## src/rtl/trak_pkg.sv

```systemverilog
// trak_pkg: shared types, output bit positions and the saturation helper
// for the trackball quadrature scheduler (trak_quad_sched, trak_axis).
// No ports; imported by the RTL files.
package trak_pkg;

  localparam int ACC_W_DEFAULT = 12;

  typedef logic signed [ACC_W_DEFAULT-1:0] acc_t;
  typedef logic signed [8:0]               delta_t;

  // Low bit of each duplicated pair in trakball_o:
  // {xdir,xdir,xclk,xclk,ydir,ydir,yclk,yclk}
  localparam int TB_XDIR = 6;
  localparam int TB_XCLK = 4;
  localparam int TB_YDIR = 2;
  localparam int TB_YCLK = 0;

  // Clamp a sign-extended sum into [-sat_max, +sat_max].
  function automatic int clamp_acc(input int sum, input int sat_max);
    if (sum > sat_max)       return sat_max;
    else if (sum < -sat_max) return -sat_max;
    else                     return sum;
  endfunction

endpackage

```

## src/rtl/trak_quad_sched_if.sv

```systemverilog
// trak_quad_sched_if: groups the mouse-side inputs and trackball-side
// outputs of trak_quad_sched.
//   ps2_mouse[24:0] : hps_io mouse word (toggle, Y/X bytes, Y/X signs)
//   enable          : 0 discards packets and freezes stepping
//   flush           : one-cycle pulse clearing both accumulators
//   trakball_o[7:0] : {xdir,xdir,xclk,xclk,ydir,ydir,yclk,yclk}
//   busy_o          : either accumulator nonzero
// Handshake: there is no valid/ready pair; a packet is "valid" on the
// cycle ps2_mouse[24] differs from its previous value and is always
// accepted (or dropped by enable=0 / flush), never back-pressured.
interface trak_quad_sched_if;
  logic [24:0] ps2_mouse;
  logic        enable;
  logic        flush;
  logic [7:0]  trakball_o;
  logic        busy_o;

  modport master (output ps2_mouse, enable, flush, input trakball_o, busy_o);
  modport slave  (input ps2_mouse, enable, flush, output trakball_o, busy_o);
endinterface

```

## src/rtl/trak_axis.sv

```systemverilog
// trak_axis: one axis of the scheduler -- signed saturating accumulator
// plus the direction/clock register of the quadrature output.
//   clk, reset : clock, synchronous active-high reset
//   flush      : clear accumulator (dir/clk hold, same-cycle packet lost)
//   add_en     : add delta this cycle
//   tick       : step tick; drains one count toward zero when acc != 0
//   delta      : sign-extended packet delta (ACC_W+1 bits)
//   acc_nxt_o  : next-state accumulator (for the registered busy flag)
//   dir_o/clk_o: quadrature direction level and toggling clock
module trak_axis
  import trak_pkg::*;
#(
  parameter int ACC_W   = ACC_W_DEFAULT,
  parameter int SAT_MAX = 2047
) (
  input  logic                    clk,
  input  logic                    reset,
  input  logic                    flush,
  input  logic                    add_en,
  input  logic                    tick,
  input  logic signed [ACC_W:0]   delta,
  output logic signed [ACC_W-1:0] acc_nxt_o,
  output logic                    dir_o,
  output logic                    clk_o
);

  logic signed [ACC_W-1:0] acc_q, acc_d;
  logic                    dir_q, dir_d;
  logic                    clk_q, clk_d;
  logic signed [ACC_W:0]   add_v, step_v, sum;
  logic                    stepping;

  always_comb begin
    // Step decision uses the pre-update accumulator; a flush suppresses it.
    stepping = tick && (acc_q != '0) && !flush;
    add_v    = add_en ? delta : '0;
    step_v   = '0;
    if (stepping) step_v = acc_q[ACC_W-1] ? '1 : (ACC_W+1)'(1);
    // One extra bit of headroom: sum never wraps before the clamp.
    sum      = {acc_q[ACC_W-1], acc_q} + add_v - step_v;
    acc_d    = flush ? '0 : ACC_W'(clamp_acc(int'(sum), SAT_MAX));
    dir_d    = dir_q;
    clk_d    = clk_q;
    if (stepping) begin
      dir_d = !acc_q[ACC_W-1];
      clk_d = !clk_q;
    end
  end

  always_ff @(posedge clk) begin
    if (reset) begin
      acc_q <= '0;
      dir_q <= 1'b0;
      clk_q <= 1'b0;
    end else begin
      acc_q <= acc_d;
      dir_q <= dir_d;
      clk_q <= clk_d;
    end
  end

  assign acc_nxt_o = acc_d;
  assign dir_o     = dir_q;
  assign clk_o     = clk_q;

endmodule

```

## src/rtl/trak_quad_sched.sv

```systemverilog
// trak_quad_sched: converts PS/2 mouse motion packets into paced
// trackball quadrature steps (clk_sys domain).
//   clk_sys : system clock
//   reset   : synchronous active-high reset
//   bus     : trak_quad_sched_if.slave (ps2_mouse, enable, flush in;
//             trakball_o, busy_o out)
// Holds the step divider, packet detect and output packing; the two
// trak_axis instances do the accumulation.
// Optional: define TRAK_INVERT_Y_EN to negate the Y delta before
// accumulation (screen-down-positive for the upright cabinet).
module trak_quad_sched
  import trak_pkg::*;
#(
  parameter int ACC_W    = ACC_W_DEFAULT,
  parameter int STEP_DIV = 64,
  parameter int SAT_MAX  = 2047
) (
  input logic              clk_sys,
  input logic              reset,
  trak_quad_sched_if.slave bus
);

  localparam int DIV_W = (STEP_DIV > 2) ? $clog2(STEP_DIV) : 1;

  logic             tog_q, tog_d;
  logic [DIV_W-1:0] div_q, div_d;
  logic             busy_q, busy_d;
  logic             pkt, tick, add_en;
  delta_t           dx_raw, dy_raw;
  logic signed [ACC_W:0]   dx, dy_ext, dy;
  logic signed [ACC_W-1:0] accx_nxt, accy_nxt;
  logic             xdir, xclk, ydir, yclk;
  logic             unused_ps2;

  assign unused_ps2 = ^{bus.ps2_mouse[7:6], bus.ps2_mouse[3:0]};

  always_comb begin
    tog_d  = bus.ps2_mouse[24];
    pkt    = bus.ps2_mouse[24] != tog_q;
    tick   = bus.enable && (div_q == DIV_W'(STEP_DIV - 1));
    div_d  = div_q;
    if (bus.enable) div_d = tick ? '0 : div_q + DIV_W'(1);
    add_en = pkt && bus.enable;
    dx_raw = {bus.ps2_mouse[4], bus.ps2_mouse[15:8]};
    dy_raw = {bus.ps2_mouse[5], bus.ps2_mouse[23:16]};
    dx     = {{(ACC_W-8){dx_raw[8]}}, dx_raw};
    dy_ext = {{(ACC_W-8){dy_raw[8]}}, dy_raw};
`ifdef TRAK_INVERT_Y_EN
    // -256 becomes +256, still representable in ACC_W+1 bits.
    dy     = -dy_ext;
`else
    dy     = dy_ext;
`endif
    busy_d = (accx_nxt != '0) || (accy_nxt != '0);
  end

  always_ff @(posedge clk_sys) begin
    if (reset) begin
      // Capture the current toggle so reset release never looks like a packet.
      tog_q  <= bus.ps2_mouse[24];
      div_q  <= '0;
      busy_q <= 1'b0;
    end else begin
      tog_q  <= tog_d;
      div_q  <= div_d;
      busy_q <= busy_d;
    end
  end

  trak_axis #(.ACC_W(ACC_W), .SAT_MAX(SAT_MAX)) u_x (
    .clk(clk_sys), .reset(reset), .flush(bus.flush), .add_en(add_en),
    .tick(tick), .delta(dx), .acc_nxt_o(accx_nxt), .dir_o(xdir), .clk_o(xclk)
  );

  trak_axis #(.ACC_W(ACC_W), .SAT_MAX(SAT_MAX)) u_y (
    .clk(clk_sys), .reset(reset), .flush(bus.flush), .add_en(add_en),
    .tick(tick), .delta(dy), .acc_nxt_o(accy_nxt), .dir_o(ydir), .clk_o(yclk)
  );

  always_comb begin
    bus.trakball_o = '0;
    bus.trakball_o[TB_XDIR +: 2] = {2{xdir}};
    bus.trakball_o[TB_XCLK +: 2] = {2{xclk}};
    bus.trakball_o[TB_YDIR +: 2] = {2{ydir}};
    bus.trakball_o[TB_YCLK +: 2] = {2{yclk}};
  end

  assign bus.busy_o = busy_q;

endmodule

```

## src/flat_wrapper.sv

```systemverilog
// flat-port wrapper written by rule: the top's interface ports become plain ports
module trak_quad_sched_flat import trak_pkg::*;
#(
  parameter int ACC_W    = ACC_W_DEFAULT,
  parameter int STEP_DIV = 64,
  parameter int SAT_MAX  = 2047
)
  (clk_sys, reset, bus_ps2_mouse, bus_enable, bus_flush, bus_trakball_o, bus_busy_o);
  trak_quad_sched_if bus_i ();
  input logic clk_sys;
  input logic reset;
  input wire logic [$bits(bus_i.ps2_mouse)-1:0] bus_ps2_mouse;
  input wire logic [$bits(bus_i.enable)-1:0] bus_enable;
  input wire logic [$bits(bus_i.flush)-1:0] bus_flush;
  output wire logic [$bits(bus_i.trakball_o)-1:0] bus_trakball_o;
  output wire logic [$bits(bus_i.busy_o)-1:0] bus_busy_o;
  assign bus_i.ps2_mouse = bus_ps2_mouse;
  assign bus_i.enable = bus_enable;
  assign bus_i.flush = bus_flush;
  assign bus_trakball_o = bus_i.trakball_o;
  assign bus_busy_o = bus_i.busy_o;
  trak_quad_sched #(.ACC_W(ACC_W), .STEP_DIV(STEP_DIV), .SAT_MAX(SAT_MAX)) u_core (.clk_sys(clk_sys), .reset(reset), .bus(bus_i));
endmodule
```

## config.mk

```make
export PLATFORM = sky130hd
export DESIGN_NAME = trak_quad_sched_flat
export DESIGN_NICKNAME = d
export VERILOG_FILES = /design/src/rtl/trak_pkg.sv /design/src/rtl/trak_quad_sched_if.sv /design/src/rtl/trak_axis.sv /design/src/rtl/trak_quad_sched.sv /design/src/flat_wrapper.sv
export SDC_FILE = /design/constraint.sdc
export NUM_CORES = 1
export LEC_CHECK = 0
export ABC_AREA = 1
export CORE_MARGIN = 5
export CORE_UTILIZATION = 59
export CTS_CLUSTER_SIZE = 8
export DETAILED_ROUTE_END_ITERATION = 8
export GPL_ROUTABILITY_DRIVEN = 0
export MAX_ROUTING_LAYER = met4
export PLACE_DENSITY_LB_ADDON = 0.12
export SLEW_MARGIN = 30
export SYNTH_ARGS = -nofsm -noshare
export SYNTH_HDL_FRONTEND = slang
export SYNTH_SLANG_ARGS = --single-unit
```

## constraint.sdc

```tcl
create_clock -name clk_sys -period 6.03 [get_ports clk_sys]
set_clock_uncertainty 0.05 [all_clocks]
set_input_delay 0.9045 -clock clk_sys [delete_from_list [all_inputs] [get_ports clk_sys]]
set_output_delay 0.9045 -clock clk_sys [all_outputs]
set_load 0.005 [all_outputs]
```

==> results.tsv <==
metric	value	unit
cp-start-kind	primary input	
synth-simple-area-share	35.37	%
synth_compound_area_share	6.204	%
seq_area	720.7	um2
setup_viol	0	
slowest_stage	fa_1	
grt_pass1_wl	13810	um
antenna_found_initial	0	
grt_overflow	0	
syn2layout_area_growth	10.98	%
cts_post_setup_buffers_inserted	0	
end_kind	flip-flop	
critPathKind	in2reg	
period_share	85.33	%
maxSlewViolCount	0	
synth.cell_area	3771	um2
via_per_inst	5.086	
ctsLongestPathBuffers	2	
cp_data_arrival_time	5.24	ns
postCtsHoldBufs	0	
layout_commonest_cell	nand2_1	
vias	3479	
initial_utilization	60.08	%
nFillCells	619	
fin_setup_tns	0	ns
syn_nets	661	
yosys.area.top_type_share	19.11	%
dr.pass1.iters	4	
synth_fa_ha_area_share	21.30	%
multiInputGateArea	2482	um2
cp_top_family	simple AND/OR/NAND/NOR gates	
cts_sinks	36	
tightest_slew	0.6171	ns
synthCells	581	
rrSetupSlack	1.22	ns
ir_drop	0.3255	mV
gr-usage-all-layers	20.44	%
critPathMaxFanout	11	
hold_viol	0	
ios	38	
leakage	2.280	nW
io_buffer_count	31	
synth.area.mux_share	0	%
holdPathStages	2	
synth_top_family_by_area	simple AND/OR/NAND/NOR gates	
rows	29	
power_density	596.1	nW/um2
wire_per_inst	11.54	um
root_buffer	clkbuf_8	
required	6.13	ns
crit_buf_inv	6	
hp-start	u_core.div_q[1]	
drive_above_1_share	5.272	%
cts.clk_slew.worst_paths	0.07	ns
ys_warn_count	0	
chipHeight	89.95	um
die_w	89.95	um
design_area	4185	um2
final_cell_mix	nand2_1 (162), inv_1 (120), nor2_1 (55)	
clock_latency	0.28	ns
r2r_end	u_core.bus.busy_o	
rsz0062_at_grt	false	
ys_ff_latch	36	
hp-class	reg2reg	
fp.coreArea	6277	um2
grt_max_degree	36	
final_antenna_net_count	0	
n_antenna_cell	0	
initialDrtViolationCount	155	
min_period	5.146	ns
nets	687	
hpwl	6581	um
synth_xor_area_share	2.953	%
routed_wl	7892	um
reg2reg_depth	27	
syn_area_per_cell	6.491	um2
cts_max_level	2	
crit_path_max_incr_delay	0.55	ns
drc	0	
yosysSeqAreaShare	19.11	%
r2r_start	u_core.div_q[0]	
status	finished, final reports clean	
synth_edf_count	0	
relSlewSlack	58.82	%
cap_violations	0	
synthArstFlopShare	0	%
hold_end	u_core.div_q[1]	
grt_pass1_vias	3295	
cts_buffers	5	
max_freq	194.3	MHz
synthFlopType	dfxtp_1	
placed_area	4108	um2
synth_largest_area_cell	dfxtp_1	
cts-resized-gates	0	
die-area	8091	um2
synth_cell_types	36	
cts_tree	done	
ys_top_cells_by_area	dfxtp_1 (19%), nand2_1 (16%), inv_1 (12%)	
layer usage:
| metal | global-route usage, % | part of all wire [%] |
|---|---|---|
| met4 | 7.940 | 2.4 |
| met2 | 35.79 | 51 |
| met1 | 23.77 | 44 |
| met5 | - | 0 |
| met3 | 2.504 | 2.5 |
stage by stage:
| step | worst slack (ns) | cells | power [mW] | utilization, % | hold WS, ns |
|---|---|---|---|---|---|
| after global routing | 0.4446 | 684 | 2.859 | 66.67 | 0.4781 |
| final | 0.8844 | 684 | 2.495 | 66.67 | 0.4453 |
| after CTS | 0.8736 | 684 | 2.503 | 66.67 | 0.4487 |
| after floorplan | 1.552 | 581 | 2.005 | - | 0.4127 |
| after detailed placement | 0.5732 | 677 | 2.329 | 65.44 | 0.4386 |
| after global placement | 0.5957 | 677 | 2.275 | 65.52 | 0.4250 |
kinds of logic after synthesis:
group | after synthesis
compound gates | 40
fa+ha+maj | 51
flops | 36
buf+inv | 140
xor+xnor | 11
simple gates | 303
flip-flops by register name, summed over array words and instances (netlist names):
signal	cells
u_core.u_x.acc_q	12
u_core.u_y.acc_q	12
u_core.div_q	6
u_core.bus.busy_o	1
u_core.tog_q	1
u_core.u_x.clk_o	1
u_core.u_x.dir_o	1
u_core.u_y.clk_o	1
u_core.u_y.dir_o	1
worst register-to-register path, delay by kind of cell, from the launching register on:
| kind | cells | cell delay [ns] |
|---|---|---|
| compound gates | 1 | 0.17 |
| fa+ha+maj | 3 | 1.24 |
| buf+inv | 5 | 0.79 |
| flops | 1 | 0.38 |
| simple gates | 18 | 2.02 |
report_power, final:
| part | switching [mW] | internal (mW) |
|---|---|---|
| registers | 0.0367 | 0.304 |
| clock network | 0.0830 | 0.0785 |
| logic | 1.27 | 0.719 |
| total | 1.39 | 1.10 |
how the worst max path moves through the flow:
stage                           from                end  slack (ns)  cells past startpoint
after floorplan           bus_enable  u_core.bus.busy_o        1.55                     24
after global placement    bus_enable  u_core.bus.busy_o        0.60                     29
after detailed placement  bus_enable  u_core.bus.busy_o        0.57                     25
after CTS                 bus_enable  u_core.bus.busy_o        0.87                     25
after global routing      bus_enable  u_core.bus.busy_o        0.44                     29
final                     bus_enable  u_core.bus.busy_o        0.88                     25
Yosys cell counts (2+ instances only):
cell and n:
a211oi_1 2, xor2_1 6, ha_1 29, inv_2 2
buf_4 9, nand3_1 46, a21oi_1 26, fa_1 22
nor2_1 55, o31a_1 2, nand2_2 7, clkbuf_1 7
nor4_1 4, nor3_1 7, nand2_1 162, xnor2_1 3
o21ai_0 3, inv_1 120, nand3b_1 5, nand2_4 3
nor2_4 2, nand4_1 9, dfxtp_1 36, xor2_2 2
cell type report:
class | count | area share, %
multi-input combinational | 405 | 59.31
clock buffer | 6 | 1.734
timing repair buffer | 37 | 8.371
tap | 77 | 2.302
clock inverter | 1 | 0.1196
sequential | 36 | 17.22
inverter | 122 | 10.94
Note: power is estimated with default switching activity, not from simulation.
